`config.mk`:
```
export PLATFORM = sky130hd
export DESIGN_NAME = unary_operand_sequencer
export DESIGN_NICKNAME = d
export VERILOG_FILES = /design/src/rtl/unary_operand_sequencer.sv
export SDC_FILE = /design/constraint.sdc
export NUM_CORES = 1
export LEC_CHECK = 0
export CAP_MARGIN = 30
export CORE_ASPECT_RATIO = 0.9
export CORE_UTILIZATION = 57
export DETAILED_ROUTE_END_ITERATION = 8
export PLACE_DENSITY = 0.88
export SLEW_MARGIN = 5
export SYNTH_ARGS = -nofsm -noshare
export SYNTH_HDL_FRONTEND = slang
export SYNTH_SLANG_ARGS = --single-unit
```
`constraint.sdc`:
```
create_clock -name clk -period 6.4 [get_ports clk]
set_clock_uncertainty 0.05 [all_clocks]
set_input_delay 1.6 -clock clk [delete_from_list [all_inputs] [get_ports clk]]
set_output_delay 1.6 -clock clk [all_outputs]
set_load 0.03 [all_outputs]
```
`src/rtl/unary_operand_sequencer.sv`:
```
// Serialises two binary operands into thermometer-coded unary streams and sequences the adder.
// Optional range_err output is enabled by defining UNARY_SEQ_RANGE_ERR_EN.
module unary_operand_sequencer #(
    parameter int unsigned SLOTS = 16,
    parameter int unsigned OP_W  = 5,
    parameter int unsigned DRAIN = 32
) (
    input  logic            clk,
    input  logic            rst_n,
    input  logic            start,
    input  logic [OP_W-1:0] a_val,
    input  logic [OP_W-1:0] b_val,
    output logic            busy,
    output logic            done,
    output logic            A,
    output logic            B,
    output logic            en,
`ifdef UNARY_SEQ_RANGE_ERR_EN
    output logic            range_err,
`endif
    output logic            read_or_write
);

    localparam int unsigned MAX_PHASE = (SLOTS > DRAIN) ? SLOTS : DRAIN;
    localparam int unsigned CW        = $clog2(MAX_PHASE) + 1;
    localparam int unsigned CMP_W     = (CW > OP_W) ? CW : OP_W;

    typedef enum logic [2:0] {
        StIdle,
        StRead,
        StFlush,
        StWrite,
        StDone
    } state_e;

    state_e          state_q, state_d;
    logic [CW-1:0]   cnt_q, cnt_d;
    logic [OP_W-1:0] a_lat_q, a_lat_d;
    logic [OP_W-1:0] b_lat_q, b_lat_d;
    logic            busy_d, done_d, a_d, b_d, en_d, rw_d;
    logic            op_over;

    assign op_over = (a_val > OP_W'(SLOTS)) || (b_val > OP_W'(SLOTS));

    always_comb begin
        state_d = state_q;
        cnt_d   = cnt_q;
        a_lat_d = a_lat_q;
        b_lat_d = b_lat_q;
        unique case (state_q)
            StIdle: begin
                if (start) begin
                    a_lat_d = (a_val > OP_W'(SLOTS)) ? OP_W'(SLOTS) : a_val;
                    b_lat_d = (b_val > OP_W'(SLOTS)) ? OP_W'(SLOTS) : b_val;
                    cnt_d   = '0;
                    state_d = StRead;
                end
            end
            StRead: begin
                if (cnt_q == CW'(SLOTS - 1)) begin
                    cnt_d   = '0;
                    state_d = StFlush;
                end else begin
                    cnt_d = cnt_q + CW'(1);
                end
            end
            StFlush: begin
                cnt_d   = '0;
                state_d = StWrite;
            end
            StWrite: begin
                if (cnt_q == CW'(DRAIN - 1)) begin
                    cnt_d   = '0;
                    state_d = StDone;
                end else begin
                    cnt_d = cnt_q + CW'(1);
                end
            end
            StDone: begin
                state_d = StIdle;
            end
            default: begin
                state_d = StIdle;
                cnt_d   = '0;
            end
        endcase
    end

    // Outputs are decoded from the next state so the registered values line up with it.
    always_comb begin
        busy_d = (state_d != StIdle);
        done_d = (state_d == StDone);
        en_d   = (state_d == StRead) || (state_d == StFlush) || (state_d == StWrite);
        rw_d   = (state_d == StWrite);
        a_d    = (state_d == StRead) && (CMP_W'(cnt_d) < CMP_W'(a_lat_d));
        b_d    = (state_d == StRead) && (CMP_W'(cnt_d) < CMP_W'(b_lat_d));
    end

    always_ff @(posedge clk or negedge rst_n) begin
        if (!rst_n) begin
            state_q       <= StIdle;
            cnt_q         <= '0;
            a_lat_q       <= '0;
            b_lat_q       <= '0;
            busy          <= 1'b0;
            done          <= 1'b0;
            A             <= 1'b0;
            B             <= 1'b0;
            en            <= 1'b0;
            read_or_write <= 1'b0;
        end else begin
            state_q       <= state_d;
            cnt_q         <= cnt_d;
            a_lat_q       <= a_lat_d;
            b_lat_q       <= b_lat_d;
            busy          <= busy_d;
            done          <= done_d;
            A             <= a_d;
            B             <= b_d;
            en            <= en_d;
            read_or_write <= rw_d;
        end
    end

`ifdef UNARY_SEQ_RANGE_ERR_EN
    always_ff @(posedge clk or negedge rst_n) begin
        if (!rst_n) begin
            range_err <= 1'b0;
        end else if (state_q == StIdle && start) begin
            range_err <= op_over;
        end
    end
`else
    logic unused_op_over;
    assign unused_op_over = op_over;
`endif

endmodule

```
# Word-level counts from Yosys, hierarchy flattened
# Cells that the tools add are included.
[op_classes] multipliers=0 bitwise_logic=0 order_cmp=4 n_div=0 n_reduce_logical=6 shifts=0 n_eq_ne=10 muxes=14 add_sub_neg=1
[ops] operator="$mux W5" count=6
[ops] operator="$pmux W6 S4" count=1
[ops] operator="$mux W6" count=3
[ops] operator="$eq A3 B2 Y1 const B" count=4
[ops] operator="$lt A6 B5 Y1" count=2
[ops] operator="$pmux W3 S4" count=1
[ops] operator="$gt A5 B5 Y1 const B" count=2
[ops] operator="$mux W3" count=3
[ops] operator="$add A6 B1 Y6 const B" count=1
[ops] operator="$eq A3 B1 Y1 const B" count=2
[ops] operator="$eq A3 B3 Y1 const B" count=2
[ops] operator="$eq A6 B4 Y1 const B" count=1
[ops] operator="$eq A6 B5 Y1 const B" count=1
[ops] operator="$logic_not A3 Y1" count=1
[ops] operator="$reduce_bool A3 Y1" count=1
[ops] operator="$logic_and A1 B1 Y1" count=2
[ops] operator="$logic_or A1 B1 Y1" count=2
[word_totals] regBits=25 mem_bits_rw=0 inputBits=13 memories=0 latch_bits=0 romBits=0

# Depth between registers and ports, before layout
# Gate-level depths: netlist (run 1).
[depth] depth_word=6 depth_mapped=11 ltp_nobuf=9

# Least setup slack after synthesis (run 1)
# OpenSTA, ideal clock, no wires.
[synth_timing] path_kind="input -> register" from="input start" to="register B" t_arrival_ns=3.314 stages=9 slack_ns=2.930 setup_ns=0.105 path_buffers=2 path_cell_list="or4b_4 > buf_6 > buf_2 > o21a_1 > ha_1 > a21oi_1 > nor2b_1 > o21ai_0 > nor4b_1"
[synth_between] elab_chain_len=4 word_cells_on_any_way=9 cone_classes="order compare: 1; eq/ne: 1; mux: 6; reduce/logical: 1"
[synth_lines] item="from (decl)" line_no="10" text="input logic start,"
[synth_lines] item="$mux W6 (tied with other cells)" line_no="52" text="if (start) begin"
[synth_lines] item="$pmux W6 S4 (tied with other cells)" line_no="50" text="unique case (state_q)"
[synth_lines] item="$lt A6 B5 Y1 / $eq A3 B1 Y1 (equally long branches)" line_no="96" text="b_d = (state_d == StRead) && (CMP_W'(cnt_d) < CMP_W'(b_lat_d));"
[synth_lines] item="$logic_and A1 B1 Y1 *" line_no="96"
[synth_lines] item="via b_d" line_no="40" text="logic busy_d, done_d, a_d, b_d, en_d, rw_d;"
[synth_lines] item="to (signal assigned)" line_no="108" text="B <= 1'b0;"
[synth_lines] item="to (signal assigned)" line_no="119" text="B <= b_d;"
[synth_lines] item="to (decl)" line_no="16" text="output logic B,"
# Mark *: on every way through the listed nets, which the timed path passes. The rest lies on a longest branch.

# Worst setup path after layout (run 1)
[layout_timing] from="input start" to="register A"
[layout_between] elab_chain_len=4 word_cells_on_any_way=9 cone_classes="order compare: 1; eq/ne: 1; mux: 6; reduce/logical: 1"
[layout_lines] item="$mux W6" line_no="52"
[layout_lines] item="$pmux W6 S4" line_no="50"
[layout_lines] item="via cnt_d[2]" line_no="37" text="logic [CW-1:0] cnt_q, cnt_d;"
[layout_lines] item="$lt A6 B5 Y1" line_no="95" text="a_d = (state_d == StRead) && (CMP_W'(cnt_d) < CMP_W'(a_lat_d));"
[layout_lines] item="$logic_and A1 B1 Y1" line_no="95"
[layout_lines] item="via a_d" line_no="40"
[layout_lines] item="to (signal assigned)" line_no="107" text="A <= 1'b0;"
[layout_lines] item="to (signal assigned)" line_no="118" text="A <= a_d;"
[layout_lines] item="to (decl)" line_no="15" text="output logic A,"
# The timed path passes the listed nets, and every way through them passes these cells.

==> flow_metrics.py, run 1 <==
metrics = {
    "timing": {
        "slew_violations": 0,
        "slew_headroom_pct": 59.54,
        "setup_violations": 0,
        "finalCritPeriodShare_pct": 61.86,
        "tightestPinTransition_ps": 600.5,
        "whs_ps": 463.5,
        "rsz0062_at_grt": "no",
        "timing.final.ws_setup_ps": 2441,
        "final.min_clock_period_ps": 3959,
        "fin_tns_setup_ps": 0,
        "timing.fmax_mhz": 252.6,
        "hold_viol_final": 0,
    },
    "clock_tree": {
        "clk_path_buf_depth": 2,
        "postCtsSetupBuffers": 0,
        "clk_latency_ps": 320,
        "cts.sinks": 25,
        "cts_tree": "yes",
        "htreeDepth": 1,
        "hold_buffers": 0,
        "cts_inserted_buffers": 3,
        "cts_root_buf": "clkbuf_4",
        "cts.repair.resized": 0,
        "clkSlewWorstSetupHoldPaths_ps": 120,
    },
    "worst_setup_path": {
        "worstSetupEndpoint": "A",
        "path_cells": "clkdlybuf4s50_1 > nor2b_1 > nor3_1 > o21ai_0 > o21ai_0 > ha_1 > a21oi_1 > nor2b_1 > o21ai_0 > nor4b_1",
        "max_stage_delay_ps": 470,
        "critical_path_class": "in -> reg",
        "worstSetupPathDepth": 10,
        "reg2reg_from": "state_q[1]",
        "worstSetupEndpointType": "flop",
        "cpMaxStageDelayCell": "nor3_1",
        "cp_common_cell": "o21ai_0",
        "worstSetupStartpoint": "start",
        "cp_top_family": "simple AND/OR/NAND/NOR gates",
        "rrSetupSlack_ps": 3710,
        "r2r-end": "A",
        "required_ps": 6560,
        "r2r_cells": 8,
        "worstSetupStartpointType": "input pin",
        "cp_max_fo": 5,
        "cp.buffers_inverters": 1,
        "critPathArrivalTime_ps": 4110,
    },
    "logic_synthesis": {
        "synth_common_cells": "dfrtp_1, inv_1, nand2_1",
        "synth-edff-count": 0,
        "synth.top_cells.by_area": "dfrtp_1, ha_1, o21a_1",
        "yosys_warnings": 0,
        "yosys.area.top_type_share_pct": 45.87,
        "yosys.cell_types.count": 36,
        "syn_avg_cell_area_sq_um": 10.25,
        "yosysMostFrequentCell": "dfrtp_1",
        "ys_seq_area_share_pct": 45.87,
        "syn-num-nets": 155,
        "ys_ff_latch": 25,
        "synth_flop_cell": "dfrtp_1",
        "postSynth.asyncResetShare_pct": 100.0,
        "yosysTopAreaCell": "dfrtp_1",
        "synth_area_sq_um": 1364,
        "synthCells": 133,
    },
    "detailed_routing": {
        "first_pass_iters": 4,
        "drc": 0,
        "avgRoutedWirePerCell_microns": 15.57,
        "wl_microns": 2771,
        "antenna_left": 0,
        "route.vias.total": 1046,
        "drtIter0Drc": 40,
        "viasPerCell": 5.876,
    },
    "global_route": {
        "grt_pass1_wl_microns": 4264,
        "grt_max_degree": 18,
        "grt_usage_pct": 22.87,
        "grt_pass1_vias": 941,
        "grt_overflow_total": 0,
        "grt_antenna_before_repair": 0,
    },
    "power": {
        "power_density_nw_per_um2": 161.1,
        "p_leak_nw": 0.7408,
        "finalPower_mw": 0.2549,
        "ir_worst_vdd_mv": 0.1549,
    },
    "placement": {
        "hpwlAfterDp_microns": 2094,
        "io_buffer_count": 18,
        "post-place-ws_ps": 2234,
        "gp_congestion": 0.8948,
        "placed_cell_area_sq_um": 1556,
        "dp.cells": 174,
    },
    "floorplan": {
        "die_area_sq_um": 2593,
        "io_pins": 19,
        "die-width_microns": 53.56,
        "fp.coreArea_sq_um": 2222,
        "die_y_microns": 48.41,
        "num_rows": 16,
        "start_util_pct": 61.37,
    },
    "layout": {
        "fin_util_pct": 71.23,
        "layoutNonFillerInstCount": 178,
        "final_cell_area_sq_um": 1583,
        "area_growth_syn_to_layout_pct": 16.06,
        "insertedDiodeCount": 0,
        "nets": 174,
        "drive_gt1_share_pct": 7.947,
        "fillers": 164,
    },
    "worst_hold_path": {
        "hold_path.class": "reg -> reg",
        "min_from": "a_lat_q[4]",
    },
    "status": {
        "status": "finished clean",
    },
    "job": {
        "cap_viol_max_count": 0,
    },
}
sequential cells by signal, summed over array words and instances (netlist names), 3 cells and up:
register and cells:
cnt_q 6, b_lat_q 5, state_q 3, a_lat_q 5
cell families after synthesis:
logic type                 count (synthesis)  synth area share (%)
adders and majority gates                  9                 8.257
xor gates and xnor gates                   1                0.6423
DFF                                       25                 45.87
buffers and inverters                     16                 5.688
AOI/OAI and AO/OA                         30                 14.95
muxes                                      5                 4.404
and+or+nand+nor                           47                 20.18
layout by cell type (no fill, tap or decap):
| cell | netlist | routed |
|---|---|---|
| a22o_1 | 1 | 1 |
| ha_1 | 9 | 9 |
| nor2b_1 | 6 | 6 |
| nand3_1 | 3 | 3 |
| a311oi_1 | 2 | 2 |
| xor2_1 | 1 | 1 |
| nand2_1 | 11 | 11 |
| nor4b_1 | 2 | 2 |
| mux2_4 | 2 | 2 |
| clkdlybuf4s50_1 | 0 | 18 |
| clkbuf_1 | 1 | 1 |
| o21ai_0 | 8 | 8 |
| o211ai_1 | 1 | 1 |
| or2_2 | 2 | 2 |
| o21a_1 | 7 | 7 |
| a21oi_1 | 5 | 5 |
| o221ai_1 | 1 | 1 |
| o221ai_2 | 1 | 1 |
| nand4_1 | 2 | 2 |
| nand4b_1 | 1 | 1 |
| or4b_4 | 1 | 1 |
| a31oi_1 | 2 | 2 |
| nor2_1 | 2 | 2 |
| and2_1 | 1 | 1 |
| clkbuf_4 | 0 | 3 |
| or3b_2 | 1 | 1 |
| or4_1 | 1 | 1 |
| nor3_1 | 4 | 4 |
| and4b_1 | 1 | 1 |
| buf_8 | 0 | 1 |
| or3_1 | 1 | 1 |
| nand2b_1 | 8 | 8 |
| o21ai_2 | 1 | 1 |
| o31ai_1 | 1 | 1 |
| inv_1 | 11 | 11 |
| dfrtp_1 | 25 | 25 |
| mux2i_1 | 3 | 3 |
worst min path at each step:
stage / endpoint / slack, ps / cells past startpoint
2_1_floorplan: a_lat_q[4] / 410 / 2
3_3_place_gp: a_lat_q[0] / 430 / 1
3_5_place_dp: a_lat_q[0] / 430 / 1
4_1_cts: a_lat_q[0] / 460 / 1
5_1_grt: a_lat_q[0] / 480 / 1
6_report: a_lat_q[4] / 460 / 2
area by class of cell:
| type | instances | area [sq um] | area share, % |
|---|---|---|---|
| clock buffers | 4 | 26.28 | 1.660 |
| inverters | 11 | 41.29 | 2.609 |
| multi-input cells | 92 | 660.6 | 41.74 |
| flip-flops and latches | 25 | 625.6 | 39.53 |
| well taps | 27 | 33.78 | 2.134 |
| repair buffers | 19 | 195.2 | 12.33 |
per-layer routing:
metal  global-route usage [%]  vias up  wire, microns
met1                    31.20      489           1233
met2                    36.88       45           1341
li1                         -      508              -
met4                    3.947        0             27
met5                        0        -              0
met3                    5.660        4            170
power by group:
part	internal [mW]	switching [mW]
registers	0.160	0.000671
logic	0.0131	0.0102
clock network	0.0244	0.0460
worst min-delay path, stage by stage, from the launching register on:
cell     delay, ps
dfrtp_1        340
mux2i_1         80
inv_1           60
Power figures use the tool's default switching activity.
==> run 2, diff against run 1 <==
--- a/config.mk
+++ b/config.mk
@@ -7,9 +7,9 @@
 export LEC_CHECK = 0
 export CAP_MARGIN = 30
 export CORE_ASPECT_RATIO = 0.9
-export CORE_UTILIZATION = 57
+export CORE_UTILIZATION = 48
 export DETAILED_ROUTE_END_ITERATION = 8
-export PLACE_DENSITY = 0.88
+export PLACE_DENSITY = 0.79
 export SLEW_MARGIN = 5
 export SYNTH_ARGS = -nofsm -noshare
 export SYNTH_HDL_FRONTEND = slang
==> constraint.sdc (replaced) <==
create_clock -name clk -period 3.3 [get_ports clk]
set_clock_uncertainty 0.05 [all_clocks]
set_input_delay 0.825 -clock clk [delete_from_list [all_inputs] [get_ports clk]]
set_output_delay 0.825 -clock clk [all_outputs]
set_load 0.03 [all_outputs]
==> run 2 against run 1 <==
Effect of this change: first-iteration DRC count decreased by 18%; register-to-register slack lost 3100 ps; count of clock-buffer cells in the layout down 1; combinational power up 88%; critical path depth shrank 2; utilization down 8.9 points; via count down 0.86%; largest power group unchanged; non-clock buffer count up 2; critical path type unchanged.
==> flow_metrics.py, run 2 (synthesized netlist as in run 1, its figures left out) <==
metrics = {
    "status": {
        "status": "finished clean",
    },
    "timing": {
        "finalCritPeriodShare_pct": 92.49,
        "slew_headroom_pct": 66.16,
        "rsz0062_at_grt": "no",
        "fin_tns_setup_ps": 0,
        "hold_viol_final": 0,
        "tightestPinTransition_ps": 503.3,
        "timing.fmax_mhz": 327.6,
        "final.min_clock_period_ps": 3052,
        "setup_violations": 0,
        "slew_violations": 0,
    },
    "worst_setup_path": {
        "worstSetupStartpointType": "input pin",
        "critical_path_class": "in -> reg",
        "rrSetupSlack_ps": 660,
        "r2r-end": "A",
        "required_ps": 3470,
        "critPathArrivalTime_ps": 3220,
        "r2r_cells": 7,
        "reg2reg_from": "state_q[1]",
        "cp_max_fo": 17,
        "worstSetupEndpointType": "flop",
    },
    "layout": {
        "most-common-layout-cells": "dfrtp_1, clkdlybuf4s50_1, nand2_1, inv_1, ha_1",
        "largest_reg_flops": 6,
        "drive_gt1_share_pct": 9.804,
        "nets": 176,
        "final_common_cell": "dfrtp_1",
        "final_cell_area_sq_um": 1605,
        "area_growth_syn_to_layout_pct": 17.71,
        "layoutNonFillerInstCount": 191,
        "largest_register": "cnt_q",
        "fin_util_pct": 62.37,
        "insertedDiodeCount": 0,
        "reg_top3": "cnt_q: 6 flops, a_lat_q: 5 flops, b_lat_q: 5 flops",
    },
    "clock_tree": {
        "cts_inserted_buffers": 3,
        "cts.repair.resized": 0,
        "clk_latency_ps": 330,
        "clkSlewWorstSetupHoldPaths_ps": 150,
        "cts_tree": "yes",
        "clk_path_buf_depth": 2,
        "cts_root_buf": "clkbuf_4",
        "postCtsSetupBuffers": 0,
        "cts.sinks": 25,
        "htreeDepth": 1,
        "hold_buffers": 0,
    },
    "floorplan": {
        "die_area_sq_um": 3058,
        "io_pins": 19,
        "num_rows": 17,
        "start_util_pct": 52.99,
        "fp.coreArea_sq_um": 2574,
        "die-width_microns": 58.19,
        "die_y_microns": 52.57,
    },
    "power": {
        "pwr-share-clk_pct": 28.5,
        "power_frac_comb_pct": 8.8,
        "ir_worst_vdd_mv": 0.1374,
        "power_density_nw_per_um2": 310.5,
        "p_int_mw": 0.3812,
        "p_sw_share_pct": 23.52,
        "seqPwrFrac_pct": 62.7,
        "p_leak_nw": 0.7505,
        "finalPower_mw": 0.4984,
        "power.switching_mw": 0.1172,
    },
    "global_route": {
        "grt_antenna_before_repair": 0,
        "grt_usage_pct": 20.77,
        "grt_max_degree": 26,
        "grt_pass1_vias": 995,
        "grt_overflow_total": 0,
        "grt_pass1_wl_microns": 4636,
    },
    "detailed_routing": {
        "first_pass_iters": 4,
        "viasPerCell": 5.429,
        "avgRoutedWirePerCell_microns": 14.61,
        "wl_microns": 2791,
        "drtIter0Drc": 33,
        "drc": 0,
        "antenna_left": 0,
        "route.vias.total": 1037,
    },
    "placement": {
        "placed_cell_area_sq_um": 1578,
        "dp.cells": 187,
        "gp_congestion": 0.8567,
        "hpwlAfterDp_microns": 2137,
        "io_buffer_count": 18,
    },
    "worst_hold_path": {
        "min_to": "b_lat_q[4]",
        "min_path_cells": 2,
        "hold_path.class": "reg -> reg",
        "min_from": "b_lat_q[4]",
    },
    "job": {
        "cap_viol_max_count": 0,
    },
}
-- run 2: changes by cell type in the layout (fill, tap and decap cells not counted), sizes merged --
| cell | before | now |
|---|---|---|
| clkinv | 0 | 1 |
| buf | 1 | 3 |
| clkbuf | 4 | 3 |
-- run 2: critical path: stages --
cell	delay (ps)
clkdlybuf4s50_1	490
or4b_4	610
o21a_1	250
ha_1	300
a21oi_1	170
nor2b_1	60
o21ai_0	200
nor4b_1	310
-- run 2: through the flow --
step | hold WS [ps] | worst slack (ps)
floorplan | 406.4 | 605.5
global placement | 433.6 | 168.6
detailed placement | 438.3 | -37.12
CTS | 474.6 | 288.9
global route | 479.9 | 73.92
finish | 469.7 | 247.7
-- run 2: worst max-delay path by stage --
| stage | start | endpoint | slack [ps] | cells after the start |
|---|---|---|---|---|
| global placement | start | B | 170 | 8 |
| finish | start | A | 250 | 8 |
| floorplan | start | B | 610 | 9 |
| global route | start | A | 70 | 11 |
| detailed placement | start | A | -40 | 8 |
| CTS | start | A | 290 | 8 |
-- run 2: cell type report --
class	instances	area (sq um)
Clock inverter	1	5.005
Fill cell	222	968.4
Inverter	11	41.29
Timing Repair Buffer	21	202.7
Multi-Input combinational cell	92	660.6
Clock buffer	3	22.52
Sequential cell	25	625.6
Tap cell	38	47.55
-- run 2: power groups by stage --
stage / Sequential [mW] / Combinational, mW / Clock [mW]
3_3_place_gp: 0.318 / 0.0421 / 0
2_1_floorplan: 0.318 / 0.0176 / 0
6_report: 0.313 / 0.0438 / 0.142
5_1_grt: 0.313 / 0.0492 / 0.152
4_1_cts: 0.313 / 0.0447 / 0.144
3_5_place_dp: 0.319 / 0.0445 / 0
-- run 2: routing by layer --
metal / wire, microns / track usage, %
met3: 73 / 3.210
met5: 0 / 0
met2: 1347 / 33.91
met1: 1322 / 27.40
met4: 47 / 9.127
==> run 3, diff against run 2 <==
--- a/config.mk
+++ b/config.mk
@@ -10,6 +10,7 @@
 export CORE_UTILIZATION = 48
 export DETAILED_ROUTE_END_ITERATION = 8
 export PLACE_DENSITY = 0.79
+export RECOVER_POWER = 100
 export SLEW_MARGIN = 5
 export SYNTH_ARGS = -nofsm -noshare
 export SYNTH_HDL_FRONTEND = slang
==> run 3 against run 2 <==
Effect of this change: global-route usage unchanged; sequential share of layout area up 0.62 points; first-iteration DRC count did not move; sequential power barely moved; utilization fell by 0.97 points.
==> flow_metrics.py, run 3 (synthesized netlist as in run 1, its figures left out) <==
metrics = {
    "worst_setup_path": {
        "worstSetupStartpoint": "start",
        "cp_max_fo": 5,
        "r2r-end": "A",
        "rrSetupSlack_ps": 670,
        "cpMaxStageDelayCell": "clkdlybuf4s50_1",
        "worstSetupEndpointType": "flop",
        "worstSetupStartpointType": "input pin",
        "cp_common_cell": "o21ai_0",
        "critical_path_class": "in -> reg",
        "critPathArrivalTime_ps": 3230,
        "reg2reg_from": "state_q[2]",
        "required_ps": 3470,
        "max_stage_delay_ps": 490,
        "r2r_cells": 7,
        "path_cells": "clkdlybuf4s50_1 > nor2b_1 > nor3_1 > clkbuf_1 > o21ai_0 > o21ai_0 > ha_1 > a21oi_1 > nor2b_1 > o21ai_0 > nor4b_1",
    },
    "clock_tree": {
        "cts.sinks": 25,
        "cts_inserted_buffers": 3,
        "postCtsSetupBuffers": 0,
        "htreeDepth": 1,
        "hold_buffers": 0,
        "cts_root_buf": "clkbuf_4",
        "clk_path_buf_depth": 2,
        "cts.repair.resized": 0,
        "clk_latency_ps": 330,
        "clkSlewWorstSetupHoldPaths_ps": 150,
        "cts_tree": "yes",
    },
    "power": {
        "power_density_nw_per_um2": 313.1,
        "ir_worst_vdd_mv": 0.1374,
        "p_leak_nw": 0.7333,
    },
    "layout": {
        "largest_register": "cnt_q",
        "reg_top3": "cnt_q: 6 flops, a_lat_q: 5 flops, b_lat_q: 5 flops",
        "largest_reg_flops": 6,
        "nets": 176,
        "area_growth_syn_to_layout_pct": 15.87,
        "fin_util_pct": 61.40,
        "final_cell_area_sq_um": 1580,
        "layoutNonFillerInstCount": 191,
        "drive_gt1_share_pct": 5.882,
        "final_common_cell": "dfrtp_1",
        "most-common-layout-cells": "dfrtp_1, nand2_1, inv_1, clkdlybuf4s50_1, ha_1",
        "fillers": 228,
        "insertedDiodeCount": 0,
    },
    "placement": {
        "post-place-ws_ps": -37.12,
        "dp.cells": 187,
        "hpwlAfterDp_microns": 2137,
        "placed_cell_area_sq_um": 1578,
        "gp_congestion": 0.8567,
        "io_buffer_count": 18,
    },
    "global_route": {
        "grt_pass1_vias": 995,
        "grt_overflow_total": 0,
        "grt_pass1_wl_microns": 4636,
        "grt_antenna_before_repair": 0,
        "grt_max_degree": 26,
        "grt_usage_pct": 20.77,
    },
    "floorplan": {
        "io_pins": 19,
        "die_y_microns": 52.57,
        "die-width_microns": 58.19,
        "fp.coreArea_sq_um": 2574,
        "die_area_sq_um": 3058,
        "num_rows": 17,
        "start_util_pct": 52.99,
    },
    "timing": {
        "timing.final.ws_setup_ps": 240.2,
        "slew_violations": 0,
        "final.min_clock_period_ps": 3060,
        "tightestPinTransition_ps": 1367,
        "timing.fmax_mhz": 326.8,
        "hold_viol_final": 0,
        "setup_violations": 0,
        "rsz0062_at_grt": "no",
        "slew_headroom_pct": 8.864,
        "finalCritPeriodShare_pct": 92.72,
    },
    "detailed_routing": {
        "drc": 0,
        "first_pass_iters": 4,
        "wl_microns": 2764,
        "drtIter0Drc": 33,
        "avgRoutedWirePerCell_microns": 14.47,
        "viasPerCell": 5.366,
        "route.vias.total": 1025,
        "antenna_left": 0,
    },
    "status": {
        "status": "finished clean",
    },
    "worst_hold_path": {
        "min_to": "b_lat_q[4]",
        "min_from": "b_lat_q[4]",
        "min_path_cells": 2,
        "hold_path.class": "reg -> reg",
    },
    "job": {
        "cap_viol_max_count": 0,
    },
}
## run 3: metal layers
layer / vias up / wire length (microns) / track usage [%]
met3: 4 / 119 / 3.210
met2: 24 / 1338 / 33.91
met4: 0 / 47 / 9.127
met5: - / 0 / 0
li1: 514 / - / -
met1: 483 / 1259 / 27.40
## run 3: how the worst max path moves through the flow
stage | end | slack [ps] | cells after the start
finish | A | 240 | 11
global route | A | 50 | 11
detailed placement | A | -40 | 8
global placement | B | 170 | 8
floorplan | B | 610 | 9
CTS | A | 290 | 8
## run 3: worst max-delay path: cells and delay by family
kind / cells / cell delay, ps
adders and majority gates: 1 / 380
and+or+nand+nor: 4 / 620
AOI/OAI and AO/OA: 4 / 750
buffers and inverters: 2 / 660
## run 3: stage by stage
stage | hold slack, ps | TNS [ps] | power, mW
floorplan | 406.4 | 0 | 0.3357
global placement | 433.6 | 0 | 0.3603
detailed placement | 438.3 | -37.12 | 0.3630
CTS | 474.6 | 0 | 0.5014
global route | 488.6 | 0 | 0.5130
finish | 468.2 | 0 | 0.4947
## run 3: layout make-up
cell class                      instances  area, sq um  share of cell area [%]
Multi-Input combinational cell         92        646.9                   40.93
Clock inverter                          1        5.005                  0.3167
Sequential cell                        25        625.6                   39.59
Tap cell                               38        47.55                   3.009
Timing Repair Buffer                   21        191.4                   12.11
Inverter                               11        41.29                   2.613
Clock buffer                            3        22.52                   1.425
## run 3: report_power, final
group / total, mW / switching [mW] / internal, mW
clock network: 0.140 / 0.0946 / 0.0454
logic: 0.0421 / 0.0192 / 0.0229
registers: 0.313 / 0.00136 / 0.311
